`src/rtl/lenet_pkg.sv`:
```
// Shared LeNet constants and types: default map geometry, lane type and pooling FSM states.
package lenet_pkg;

  localparam int unsigned LenetDw  = 16;
  localparam int unsigned LenetCh  = 6;
  localparam int unsigned LenetFmW = 28;
  localparam int unsigned LenetFmH = 28;

  typedef logic signed [LenetDw-1:0] lane_t;

  typedef enum logic [1:0] {
    StIdle,
    StRead,
    StDrain,
    StOut
  } pool_state_e;

endpackage

```
`src/rtl/pool_lane_max.sv`:
```
// One pooling lane: loads the incoming value or keeps the signed running maximum.
module pool_lane_max
  import lenet_pkg::*;
#(
  parameter int unsigned DW = LenetDw
) (
  input  logic signed [DW-1:0] acc,
  input  logic signed [DW-1:0] din,
  input  logic                 load,
  output logic signed [DW-1:0] acc_next
);

  always_comb begin
    acc_next = acc;
    if (load || (din > acc)) begin
      acc_next = din;
    end
  end

endmodule

```
`src/rtl/pool_sram_reader.sv`:
```
// Reads a conv1 feature map from SRAM and streams 2x2 stride-2 max-pooled words.
// Optional POOL_RELU_EN clamps negative pooled lanes to zero before output.
module pool_sram_reader
  import lenet_pkg::*;
#(
  parameter int unsigned WIDTH  = 96,
  parameter int unsigned W_ADDR = 10,
  parameter int unsigned CH     = LenetCh,
  parameter int unsigned DW     = LenetDw,
  parameter int unsigned FM_W   = LenetFmW,
  parameter int unsigned FM_H   = LenetFmH
) (
  input  logic              clk,
  input  logic              rst_n,
  input  logic              start,
  output logic              busy,
  output logic              done,
  output logic [W_ADDR-1:0] read_aa,
  output logic              read_cen,
  input  logic [WIDTH-1:0]  read_out,
  output logic              out_valid,
  input  logic              out_ready,
  output logic [WIDTH-1:0]  out_data,
  output logic              out_last
);

  localparam int unsigned OutW = FM_W / 2;
  localparam int unsigned OutH = FM_H / 2;

  if (CH * DW != WIDTH) begin : g_chk_width
    $error("pool_sram_reader: WIDTH must equal CH*DW");
  end
  if ((FM_W % 2 != 0) || (FM_H % 2 != 0)) begin : g_chk_even
    $error("pool_sram_reader: FM_W and FM_H must be even");
  end
  if ((64'd1 << W_ADDR) < (64'(FM_W) * 64'(FM_H))) begin : g_chk_addr
    $error("pool_sram_reader: W_ADDR too narrow for the feature map");
  end

  pool_state_e       state_q, state_d;
  logic [1:0]        k_q, k_d;
  logic [W_ADDR-1:0] row_q, row_d, col_q, col_d;
  logic [W_ADDR-1:0] row_base_q, row_base_d, col_off_q, col_off_d;
  logic [W_ADDR-1:0] k_off;
  logic [WIDTH-1:0]  acc_q, acc_d, out_data_q, out_data_d;
  logic [WIDTH-1:0]  acc_next, pooled;
  logic              out_valid_q, out_valid_d, out_last_q, out_last_d;
  logic              done_q, done_d;
  logic              is_last, capture, load;

  assign is_last = (row_q == W_ADDR'(OutH - 1)) && (col_q == W_ADDR'(OutW - 1));
  // Data for read k arrives one cycle later: k-1 in READ, k=3 in DRAIN.
  assign capture = ((state_q == StRead) && (k_q != 2'd0)) || (state_q == StDrain);
  assign load    = (state_q == StRead) && (k_q == 2'd1);

  always_comb begin
    k_off = '0;
    unique case (k_q)
      2'd0: k_off = '0;
      2'd1: k_off = W_ADDR'(1);
      2'd2: k_off = W_ADDR'(FM_W);
      2'd3: k_off = W_ADDR'(FM_W + 1);
      default: k_off = '0;
    endcase
  end

  assign read_aa  = row_base_q + col_off_q + k_off;
  assign read_cen = (state_q != StRead);

  for (genvar i = 0; i < CH; i++) begin : g_lane
    logic signed [DW-1:0] lane_next;

    pool_lane_max #(
      .DW(DW)
    ) u_lane_max (
      .acc      (acc_q[i*DW +: DW]),
      .din      (read_out[i*DW +: DW]),
      .load     (load),
      .acc_next (lane_next)
    );

    assign acc_next[i*DW +: DW] = lane_next;
`ifdef POOL_RELU_EN
    assign pooled[i*DW +: DW] = lane_next[DW-1] ? '0 : lane_next;
`else
    assign pooled[i*DW +: DW] = lane_next;
`endif
  end

  always_comb begin
    state_d     = state_q;
    k_d         = k_q;
    row_d       = row_q;
    col_d       = col_q;
    row_base_d  = row_base_q;
    col_off_d   = col_off_q;
    acc_d       = acc_q;
    out_data_d  = out_data_q;
    out_valid_d = out_valid_q;
    out_last_d  = out_last_q;
    done_d      = 1'b0;

    if (capture) begin
      acc_d = acc_next;
    end

    unique case (state_q)
      StIdle: begin
        if (start) begin
          state_d    = StRead;
          k_d        = 2'd0;
          row_d      = '0;
          col_d      = '0;
          row_base_d = '0;
          col_off_d  = '0;
        end
      end
      StRead: begin
        if (k_q == 2'd3) begin
          state_d = StDrain;
        end else begin
          k_d = k_q + 2'd1;
        end
      end
      StDrain: begin
        out_data_d  = pooled;
        out_valid_d = 1'b1;
        out_last_d  = is_last;
        state_d     = StOut;
      end
      StOut: begin
        if (out_ready) begin
          out_valid_d = 1'b0;
          out_last_d  = 1'b0;
          if (is_last) begin
            state_d = StIdle;
            done_d  = 1'b1;
          end else begin
            state_d = StRead;
            k_d     = 2'd0;
            if (col_q == W_ADDR'(OutW - 1)) begin
              col_d      = '0;
              col_off_d  = '0;
              row_d      = row_q + W_ADDR'(1);
              row_base_d = row_base_q + W_ADDR'(2 * FM_W);
            end else begin
              col_d     = col_q + W_ADDR'(1);
              col_off_d = col_off_q + W_ADDR'(2);
            end
          end
        end
      end
      default: state_d = StIdle;
    endcase
  end

  always_ff @(posedge clk or negedge rst_n) begin
    if (!rst_n) begin
      state_q     <= StIdle;
      k_q         <= 2'd0;
      row_q       <= '0;
      col_q       <= '0;
      row_base_q  <= '0;
      col_off_q   <= '0;
      acc_q       <= '0;
      out_data_q  <= '0;
      out_valid_q <= 1'b0;
      out_last_q  <= 1'b0;
      done_q      <= 1'b0;
    end else begin
      state_q     <= state_d;
      k_q         <= k_d;
      row_q       <= row_d;
      col_q       <= col_d;
      row_base_q  <= row_base_d;
      col_off_q   <= col_off_d;
      acc_q       <= acc_d;
      out_data_q  <= out_data_d;
      out_valid_q <= out_valid_d;
      out_last_q  <= out_last_d;
      done_q      <= done_d;
    end
  end

  assign busy      = (state_q != StIdle);
  assign done      = done_q;
  assign out_valid = out_valid_q;
  assign out_data  = out_data_q;
  assign out_last  = out_last_q;

endmodule

```
`config.mk`:
```
export PLATFORM = sky130hd
export DESIGN_NAME = pool_sram_reader
export DESIGN_NICKNAME = d
export VERILOG_FILES = /design/src/rtl/lenet_pkg.sv /design/src/rtl/pool_lane_max.sv /design/src/rtl/pool_sram_reader.sv
export SDC_FILE = /design/constraint.sdc
export NUM_CORES = 1
export LEC_CHECK = 0
export CORE_MARGIN = 2
export CORE_UTILIZATION = 29
export DETAILED_ROUTE_END_ITERATION = 12
export HOLD_SLACK_MARGIN = 0.05
export MAX_ROUTING_LAYER = met4
export PLACE_DENSITY = 0.59
export SETUP_SLACK_MARGIN = 0.1
export SLEW_MARGIN = 10
export SYNTH_ARGS = -nofsm -noshare
export SYNTH_HDL_FRONTEND = slang
export SYNTH_HIERARCHICAL = 1
export SYNTH_SLANG_ARGS = --single-unit
export TNS_END_PERCENT = 100
```
`constraint.sdc`:
```
create_clock -name clk -period 4.07 [get_ports clk]
set_clock_uncertainty 0.2 [all_clocks]
set_input_delay 0.814 -clock clk [delete_from_list [all_inputs] [get_ports clk]]
set_output_delay 0.814 -clock clk [all_outputs]
set_load 0.1 [all_outputs]
```
==> impl_metrics.py <==
metrics = {
    "finish": {
        "final_nets": 1757,
        "drive_above_1_share_pct": 28.4,
        "final-seq-area_sq_um": 5880,
        "multi_input_area_sq_um": 7960,
        "layoutNonFillerInstCount": 2222,
        "fillers": 4765,
        "area_growth_pct": 31.4,
        "fin_util_pct": 38.7,
    },
    "synthesis": {
        "yosysSeqAreaShare_pct": 40.6,
        "ys_warn_count": 6,
        "synth_compound_area_share_pct": 8.82,
        "synthMuxAreaShare_pct": 23.4,
        "synth-edff-count": 0,
        "synth_top_cell_area_share_pct": 40.6,
        "synth.largest_area_cell": "dfrtp_1",
        "synthCells": 1290,
        "synth_top_flop_cell": "dfrtp_1",
        "async_reset_ff_share_pct": 100,
        "synth_area_sq_um": 14500,
        "yosysMostFrequentCell": "dfrtp_1",
        "synthSimpleGateAreaFrac_pct": 9.86,
        "synth_xor_area_share_pct": 0.544,
        "synth_area_leaders": "dfrtp_1, mux2_2, ha_1",
        "synth_nets": 1516,
        "synth_common_cells": "dfrtp_1, mux2_2, inv_1",
        "synthAdderAreaFrac_pct": 11.0,
        "synth_top_family_by_area": "multiplexers",
        "synth_area_per_cell_sq_um": 11.2,
        "synth_cell_types": 65,
        "ys_seq_elements": 235,
    },
    "worst_setup_path": {
        "slowest_stage": "fa_1",
        "cp-end-kind": "output port",
        "slowest_delay_ns": 0.49,
        "r2r_slack_ns": 0.83,
        "cp.arrival_ns": 3.23,
        "cp.required_ns": 3.06,
        "worstReg2RegStart": "state_q[1]",
        "r2r-end": "acc_q[69]",
        "critPathLaunchType": "register",
        "crit_chain": "ha_2 -> or2_4 -> fa_1 -> ha_4 -> nand3_2 -> o211ai_1 -> nor3_2 -> o21bai_1 -> buf_4 -> xnor2_4 -> buf_12",
        "crit_type": "register to output port",
        "r2r_cells": 9,
        "worst-path-max-fanout": 3,
    },
    "floorplan": {
        "start_util_pct": 29.5,
        "dieArea_sq_um": 51700,
        "core_sq_um": 49200,
        "num_rows": 81,
        "ioPinCount": 211,
        "die_h_microns": 227,
        "die_x_microns": 227,
    },
    "global_routing": {
        "busiest_layer": "met2",
        "antenna_found_initial": 3,
        "grt_util_met1_pct": 18.5,
        "grt_use_met2_pct": 23.5,
        "grt_pass1_vias": 11000,
        "grt_pass1_wl_microns": 58300,
        "overflow": 0,
        "grt_max_degree": 76,
        "grtUsageTotal_pct": 14.4,
        "grtUsageMet3_pct": 2.80,
    },
    "timing": {
        "max_freq_mhz": 235,
        "slew_viol_final": 0,
        "slew_headroom_pct": 27.2,
        "setup_viol": 5,
        "tightest_slew_ns": 1.09,
        "hold_viol_final": 0,
        "setup_tns_ns": -0.495,
        "rsz0062_at_grt": "true",
        "fin_crit_ns": 4.25,
        "fin_crit_sh_pct": 104,
        "setup_slack_ns": -0.177,
    },
    "place": {
        "place_congestion": 0.830,
        "io_buffer_count": 210,
        "post-dp-hpwl_microns": 25400,
        "dp.cells": 2145,
        "place_ws_ns": 0.128,
    },
    "route": {
        "wl_microns": 36000,
        "wl_per_cell_microns": 16.2,
        "via_per_inst": 4.79,
        "drc": 0,
        "final_antenna_net_count": 0,
        "first_iter_violations": 470,
        "via_count": 10700,
        "first_pass_iters": 5,
    },
    "job": {
        "drv_cap": 0,
    },
    "hold_path": {
        "hp-class": "register to register",
        "whs_path_depth": 1,
        "min_to": "out_data[51]",
        "hold_path_startpoint": "out_data[51]",
    },
    "clock_tree": {
        "cts_tree": "built",
        "root_buffer": "clkbuf_16",
        "clkLatencyLatePin_ns": 0.59,
        "cts_buffers": 31,
        "cts_htree_levels": 1,
        "clkSlewWorstSetupHoldPaths_ns": 0.05,
        "cts_sinks": 235,
        "clock_path_buffers": 3,
    },
    "status": {
        "status": "complete, but fails checks",
        "violations": "negative setup slack",
    },
}
## what timing repair did
| action | in CTS | in global routing |
|---|---|---|
| pin swaps | 11 | 15 |
| hold buffers | 1 | 0 |
| buffers inserted | 17 | 4 |
| resized for setup | 20 | 7 |
| setup endpoints to repair | 6 | 7 |
| endpoints found under the hold margin | 72 | 0 |
## routing by layer
layer  wire, microns  part of all wire [%]
met1           16600                    46
met2           17000                    47
met3            1710                   4.7
met4             770                   2.1
met5               0                     0
## final cells by class
cell class	instances	area share (%)
clock inverters	14	1.41
flip-flops and latches	235	30.9
repair buffers	257	14.0
well taps	664	4.36
clock buffers	43	4.68
inverters	142	2.80
diodes	3	0.0394
multi-input cells	864	41.8
## worst max path at each step
stage	end	slack, ns	cells after the start	startpoint
6_report	read_aa[9]	-0.18	11	k_q[1]
5_1_grt	read_aa[9]	-0.34	11	k_q[1]
4_1_cts	read_aa[9]	-0.28	12	k_q[0]
3_5_place_dp	out_data[79]	0.13	10	read_out[79]
3_3_place_gp	out_data[79]	0.12	10	read_out[79]
2_1_floorplan	read_aa[8]	-0.22	9	k_q[0]
## critical path: cells and delay by family (launching register included)
kind | cells | cell delay [ns]
buffers and inverters | 2 | 0.34
and+or+nand+nor | 3 | 0.41
adders and majority gates | 3 | 1.00
xor gates and xnor gates | 1 | 0.11
AOI/OAI and AO/OA | 2 | 0.38
DFF | 1 | 0.40
## stage by stage
stage                     area [sq um]  hold slack [ns]
after CTS                        19000            0.308
after global placement           17600            0.290
after floorplan                  14600            0.271
after global routing             19000            0.313
final                            19000            0.303
after detailed placement         17600            0.295
## cells by family (layout without fill, tap and decap cells)
group,Yosys count,count (layout)
multiplexers,280,280
flip-flops,235,235
XOR/XNOR,9,9
adder cells (fa/ha/maj),126,126
other,1,4
AO/OA/AOI/OAI,189,189
AND/OR/NAND/NOR,259,259
buffers and inverters,191,456
## placed cells by master, fill, tap and decap left out, types with 16 or more instances in the layout
master / n
dfrtp_1: 235
mux2_2: 223
clkdlybuf4s50_1: 195
inv_1: 141
ha_1: 117
nand2_1: 78
nor2_1: 57
mux2_4: 50
o21ai_0: 46
a21oi_1: 44
buf_4: 40
clkbuf_16: 31
nand3_1: 18
nand4_1: 18
buf_12: 18
o2111ai_1: 17
o311ai_0: 16
or4_1: 16
## registers in the layout, summed over array words and instances (netlist names)
signal	flops
col_off_q	9
done	1
row_base_q	7
out_valid	1
out_data	96
row_q	10
k_q	2
out_last	1
acc_q	96
col_q	10
state_q	2
Power is left out: the tool's default activity adds up to more than one toggle a clock period on the data nets, which glitch-free logic cannot reach.
